<file path="config.mk">
export PLATFORM = sky130hd
export DESIGN_NAME = dmem_dump_reader
export DESIGN_NICKNAME = d
export VERILOG_FILES = /design/src/rtl/dmem_dump_reader.sv
export SDC_FILE = /design/constraint.sdc
export NUM_CORES = 1
export LEC_CHECK = 0
export ABC_AREA = 1
export ABC_CLOCK_PERIOD_IN_PS = 4100
export CAP_MARGIN = 20
export CORE_MARGIN = 2
export CORE_UTILIZATION = 50
export CTS_BUF_LIST = sky130_fd_sc_hd__clkbuf_4 sky130_fd_sc_hd__clkbuf_8
export DETAILED_ROUTE_END_ITERATION = 8
export HOLD_SLACK_MARGIN = 0.02
export PLACE_DENSITY = 0.93
export SYNTH_ARGS = -nofsm -noshare
export SYNTH_HDL_FRONTEND = slang
export SYNTH_SLANG_ARGS = --single-unit
</file>
<file path="constraint.sdc">
create_clock -name clk -period 4.1 [get_ports clk]
set_input_delay 0.82 -clock clk [delete_from_list [all_inputs] [get_ports clk]]
set_output_delay 0.82 -clock clk [all_outputs]
set_load 0.03 [all_outputs]
</file>
<file path="src/rtl/dmem_dump_reader.sv">
`default_nettype none
// ============================================================================
//  Module      : dmem_dump_reader
//  Description : Streams a contiguous window of the 2K x 32 data memory out
//                on a valid/ready interface. The block reads one word at a
//                time over an arbitrated single-port bus and never writes.
//  Revision    : 1.0 - initial release
// ============================================================================
module dmem_dump_reader #(
    parameter int ADDR_W = 11,
    parameter int DATA_W = 32,
    parameter int DEPTH  = 2048
) (
    input  logic              clk,
    input  logic              rst_n,
    input  logic              start,
    input  logic [ADDR_W-1:0] base_addr,
    input  logic [ADDR_W:0]   count,
    input  logic              abort,
    output logic              busy,
    output logic              done,
    output logic              bus_req,
    input  logic              bus_gnt,
    output logic              mem_cen,
    output logic              mem_wen,
    output logic              mem_oen,
    output logic [ADDR_W-1:0] mem_addr,
    input  logic [DATA_W-1:0] mem_q,
    output logic              out_valid,
    input  logic              out_ready,
    output logic [DATA_W-1:0] out_data,
    output logic [ADDR_W-1:0] out_addr,
    output logic              out_last
);

    typedef enum logic [1:0] {
        IDLE    = 2'd0,
        ISSUE   = 2'd1,
        CAPTURE = 2'd2,
        SEND    = 2'd3
    } state_t;

    localparam int                LAST_I    = DEPTH - 1;
    localparam logic [ADDR_W:0]   DEPTH_CNT = DEPTH[ADDR_W:0];
    localparam logic [ADDR_W-1:0] LAST_ADDR = LAST_I[ADDR_W-1:0];

    state_t            state;
    logic [ADDR_W-1:0] cur_addr;
    logic [ADDR_W:0]   remaining;
    logic [ADDR_W:0]   count_clamped;
    logic [ADDR_W-1:0] next_addr;

    // Requests longer than the memory read every word exactly once
    always_comb begin
        count_clamped = (count > DEPTH_CNT) ? DEPTH_CNT : count;
    end

    // Address increment wraps at the top of the memory
    always_comb begin
        next_addr = (cur_addr == LAST_ADDR) ? '0 : cur_addr + 1'b1;
    end

    // Read-only port: the write strobe is held inactive, output always driven
    assign mem_wen  = 1'b1;
    assign mem_oen  = 1'b0;
    assign mem_addr = cur_addr;
    assign bus_req  = busy;
    // A read is launched only in a granted ISSUE cycle
    assign mem_cen  = (state == ISSUE) ? ~bus_gnt : 1'b1;

    // Main sequencer: issue, capture, then hold the word until accepted
    always_ff @(posedge clk or negedge rst_n) begin
        if (!rst_n) begin
            state     <= IDLE;
            cur_addr  <= '0;
            remaining <= '0;
            busy      <= 1'b0;
            done      <= 1'b0;
            out_valid <= 1'b0;
            out_last  <= 1'b0;
            out_data  <= '0;
            out_addr  <= '0;
        end else begin
            done <= 1'b0;
            if (abort && (state != IDLE)) begin
                // Cancel wins over any same-cycle handshake; no done pulse
                state     <= IDLE;
                busy      <= 1'b0;
                out_valid <= 1'b0;
                out_last  <= 1'b0;
            end else begin
                case (state)
                    IDLE: begin
                        if (start) begin
                            if (count_clamped == '0) begin
                                done <= 1'b1;
                            end else begin
                                cur_addr  <= base_addr;
                                remaining <= count_clamped;
                                busy      <= 1'b1;
                                state     <= ISSUE;
                            end
                        end
                    end
                    ISSUE: begin
                        if (bus_gnt) begin
                            state <= CAPTURE;
                        end
                    end
                    CAPTURE: begin
                        out_data  <= mem_q;
                        out_addr  <= cur_addr;
                        out_last  <= (remaining == 1);
                        out_valid <= 1'b1;
                        state     <= SEND;
                    end
                    SEND: begin
                        if (out_ready) begin
                            out_valid <= 1'b0;
                            if (out_last) begin
                                out_last <= 1'b0;
                                done     <= 1'b1;
                                busy     <= 1'b0;
                                state    <= IDLE;
                            end else begin
                                cur_addr  <= next_addr;
                                remaining <= remaining - 1'b1;
                                state     <= ISSUE;
                            end
                        end
                    end
                    default: state <= IDLE;
                endcase
            end
        end
    end

endmodule
`default_nettype wire

</file>
* Word level (Yosys, flattened, before mapping)
Cells that the tools add are included. Widths: inputs -> output; s select.
Word-level totals: bits in registers 72, bits of input ports 61, output and inout bits 62, word-level logic and storage cells 77
Operators by class: $add $sub $neg 2, magnitude comparators 1, eq/ne operators 14, multiplexer cells 37, bitwise operators 2, reductions and logical operators 12
Operator list (number):
- $mux 12 | 5
- $mux 11 | 5
- $pmux 12 s2 | 1
- $pmux 11 s2 | 1
- $mux 1 | 15
- $eq 12x1->1 const B | 1
- $gt 12x12->1 const B | 1
- $logic_not 12->1 | 1
- $ne 3x3->1 const B | 4
- $sub 12x1->12 const B | 1
- $add 11x1->11 const B | 1
- $eq 11x11->1 const B | 1
- $mux 2 | 5
- $ne 2x2->1 const B | 4
- $pmux 1 s2 | 4
- $pmux 2 s4 | 1
- $reduce_and 6->1 | 1
- $reduce_bool 3->1 | 2
- $reduce_and 5->1 | 1
- $eq 2x2->1 const B | 2
- $reduce_and 2->1 | 2
- $reduce_and 4->1 | 1
- $reduce_bool 2->1 | 2
- $ne 3x2->1 const B | 1
- other kinds (4) | 5

* Depth between registers and ports, before layout
depth in word-level cells 7, depth in mapped cells 13, gate-level depth less buffers 11

* Worst setup path before layout
No wires, ideal clock.
kind in2out, from input port bus_gnt, to output port mem_cen, arrival 1030 ps, required time 3280 ps, path slack 2250 ps, stages on the path 1, cells stage by stage nand2_1
On the way: cells in the longest elaborated chain, start to end 2
Ends and longest elaborated chain:
- start, declared | RTL line 23 | input logic bus_gnt,
- $not 1->1 | RTL line 69 | assign mem_cen = (state == ISSUE) ? ~bus_gnt : 1'b1;
- $mux 1 | RTL line 69
- end, declared | RTL line 24 | output logic mem_cen,
Every way passes these cells.

* Worst setup path in the final report
Ends and elaborated chain as after synthesis.

==> impl_metrics.py <==
metrics = {
    "global_routing": {
        "top_usage_layer": "met2",
        "use_met1_pct": 30.93,
        "grt_pass1_wl_um": 16080,
        "antenna_found_initial": 0,
        "grt_max_degree": 73,
        "grtUsageTotal_pct": 24.86,
        "use_met2_pct": 43.31,
        "use_met3_pct": 6.035,
        "first_global_vias": 3323,
        "grt-ovfl-total": 0,
    },
    "yosys": {
        "yosys_warnings": 0,
        "synth-seq-cells": 72,
        "ys.flop_type": "dfrtp_1",
        "seq_area_frac_synth_pct": 48.86,
        "syn_area_per_cell_um2": 8.535,
        "syn_nets": 500,
        "synth_area_mm2": 0.003687,
        "synth_edf_count": 0,
        "ys_types": 33,
        "synth_top_area_cell": "dfrtp_1",
        "synth_cells": 432,
        "netlist_top_cells_count": "nand2_1, dfrtp_1, mux2_1, nor2_1, o21ai_0",
        "synth.most_common_cell": "nand2_1",
        "synth_top_area_share_pct": 48.86,
        "synthTopCellsByArea": "dfrtp_1, nand2_1, mux2_1, o21ai_0, nor2_1",
        "async_flop_share_pct": 100.0,
    },
    "power": {
        "switching_share_pct": 46.37,
        "ir_drop_v": 0.0002945,
        "power-per-cell-area_mw_per_mm2": 823.5,
        "p_int_mw": 2.262,
        "combinationalPowerShare_pct": 55.8,
        "p_clk_share_pct": 13.3,
        "seq_power_share_pct": 30.9,
        "cellLeakagePower_nw": 2.400,
        "switching_power_mw": 1.955,
    },
    "cells_and_area": {
        "final_cells": 651,
        "final_nets": 615,
        "multi_input_comb_area_mm2": 0.001658,
        "nFillCells": 521,
        "final-seq-area_mm2": 0.001802,
        "areaGrowthSynthToFinish_pct": 38.89,
        "diodes": 0,
        "layout-drive-gt1-share_pct": 5.616,
    },
    "timing": {
        "finalClockSkew_ns": 0.008558,
        "max_slew_margin_pct": 40.37,
        "fin_crit_ns": 2.785,
        "min_period_over_period_pct": 67.93,
        "setup_viol": 0,
        "hold_ws_ns": 0.4932,
        "tightest_slew_ns": 0.8945,
        "grt_setup_unrepaired": "false",
        "slew_viol_final": 0,
        "tns_ns": 0,
        "max_freq_ghz": 0.3591,
        "hold_viol": 0,
    },
    "critical_path": {
        "critPathKind": "in2out",
        "arrival_ns": 1.97,
        "critical_path.cell_chain": "clkdlybuf4s50_1 -> nand2_1 -> clkdlybuf4s50_1",
        "critPathSlowestCell": "clkdlybuf4s50_1",
        "path_max_fanout": 2,
        "start_kind": "input pin",
        "cpPeakStageDelay_ns": 0.66,
        "worst-endpoint-required_ns": 3.28,
        "crit_path_end_kind": "output pin",
        "crit_top_cell": "clkdlybuf4s50_1",
    },
    "clocking": {
        "root_buffer": "clkbuf_8",
        "post_cts_buffers": 0,
        "cts_tree": "done",
        "h-tree-depth": 3,
        "cts_resized": 0,
        "ctsHoldBuffers": 0,
        "clk_pin_slew_worst_paths_ns": 0.08,
        "clkLatencyLatePin_ns": 0.34,
        "numCtsBuffers": 9,
        "clock_tree.buffer_depth": 2,
        "cts.sinks": 72,
    },
    "detailed_routing": {
        "routed-via-count": 3456,
        "drt_iter0_drc": 218,
        "drt-pass1-iter-count": 5,
        "via_per_inst": 5.309,
        "route.detailed.drc": 0,
        "ant_nets": 0,
        "wl_per_cell_um": 15.50,
        "routed_wl_um": 10090,
    },
    "run": {
        "max_cap_violations": 0,
    },
    "die": {
        "fp.dieArea_mm2": 0.008078,
        "coreArea_mm2": 0.007214,
        "rows": 31,
        "num_io_pins": 123,
        "start_util_pct": 51.11,
        "fp.dieH_um": 89.88,
        "die_x_um": 89.88,
    },
    "placement": {
        "port_buffers": 120,
        "placed_cells": 634,
        "hpwl_um": 7084,
        "gp_congestion": 0.8629,
    },
    "run_status": {
        "status": "finished, final reports clean",
    },
    "min_path": {
        "hp-class": "reg2reg",
    },
}
==> flip-flops by register name (all words and copies together), names as in the netlist <==
| signal | cells |
|---|---|
| done | 1 |
| state | 2 |
| mem_addr | 11 |
| out_data | 32 |
| bus_req | 1 |
| out_valid | 1 |
| remaining | 12 |
| out_addr | 11 |
| out_last | 1 |
==> layout make-up <==
class | count | share of cell area, %
inverter | 32 | 2.394
timing repair buffer | 121 | 23.80
multi-input combinational | 311 | 32.37
clock inverter | 5 | 1.124
sequential | 72 | 35.18
clock buffer | 11 | 2.712
tap | 99 | 2.419
==> cell families after synthesis <==
kind of cell / synth area share (%)
other cells: 0.2037
flops: 48.86
mux: 10.38
fa+ha+maj: 2.375
simple gates: 24.23
buf+inv: 6.176
xor+xnor: 1.188
compound gates: 6.583
==> layer usage <==
layer	share of wire, %	wire length, um	vias to the layer above
li1	-	-	1615
met4	1.2	122	0
met3	7.3	732	18
met1	42	4240	1629
met5	0	0	-
met2	50	4996	194
==> power groups by stage <==
| stage | clock [mW] | combinational [mW] | sequential [mW] |
|---|---|---|---|
| 3_5_place_dp | 0 | 2.32 | 1.31 |
| 5_1_grt | 0.593 | 2.53 | 1.34 |
| 4_1_cts | 0.562 | 2.33 | 1.30 |
| 2_1_floorplan | 0 | 0.973 | 1.78 |
| 3_3_place_gp | 0 | 2.23 | 1.28 |
| 6_report | 0.560 | 2.35 | 1.30 |
==> critical path: cells and delay by family <==
family	cells	cell delay [ns]
buffers and inverters	2	1.08
AND/OR/NAND/NOR	1	0.07
==> path summary, 6_finish.rpt <==
path | depth (start not counted) | slack, ns | end | from
min in group asynchronous | 1 | 0.60 | remaining[6]$_DFFE_PN0P_ | rst_n
hold / removal | 1 | 0.49 | out_data[4]$_DFFE_PN0P_ | out_data[4]$_DFFE_PN0P_
setup / recovery | 3 | 1.31 | mem_cen | bus_gnt
max in group asynchronous | 1 | 2.92 | mem_addr[4]$_DFFE_PN0P_ | rst_n
hold reg to reg | 1 | 0.49 | out_data[4]$_DFFE_PN0P_ | out_data[4]$_DFFE_PN0P_
setup reg to reg | 10 | 1.43 | mem_addr[3]$_DFFE_PN0P_ | state[1]$_DFFE_PN0P_
==> stage by stage <==
| stage | util, % | setup slack [ns] | instance area (um^2) | power, mW |
|---|---|---|---|---|
| global placement | 67.98 | 1.316 | 4905 | 3.504 |
| global route | 70.99 | 1.227 | 5121 | 4.462 |
| detailed placement | 67.98 | 1.311 | 4905 | 3.622 |
| floorplan | - | 2.250 | 3687 | 2.758 |
| finish | 70.99 | 1.315 | 5121 | 4.217 |
| CTS | 70.71 | 1.302 | 5101 | 4.190 |
==> layout by cell type (no fill, tap or decap), types with 2 or more instances in the layout <==
| master | Yosys | routed |
|---|---|---|
| nand2_1 | 147 | 147 |
| clkdlybuf4s50_1 | 0 | 119 |
| dfrtp_1 | 72 | 72 |
| nor2_1 | 32 | 32 |
| mux2_1 | 32 | 32 |
| o21ai_0 | 28 | 28 |
| inv_1 | 27 | 27 |
| nand3_1 | 23 | 23 |
| o21ai_1 | 11 | 11 |
| clkbuf_8 | 0 | 9 |
| ha_1 | 7 | 7 |
| nand4_1 | 5 | 5 |
| inv_2 | 4 | 4 |
| xor2_1 | 4 | 4 |
| a21oi_1 | 4 | 4 |
| nor3_1 | 2 | 2 |
| mux2_2 | 2 | 2 |
| conb_1 | 2 | 2 |
| clkinv_2 | 0 | 2 |
| clkinv_4 | 0 | 2 |
| clkbuf_4 | 0 | 2 |
(Power assumes the default switching activity.)
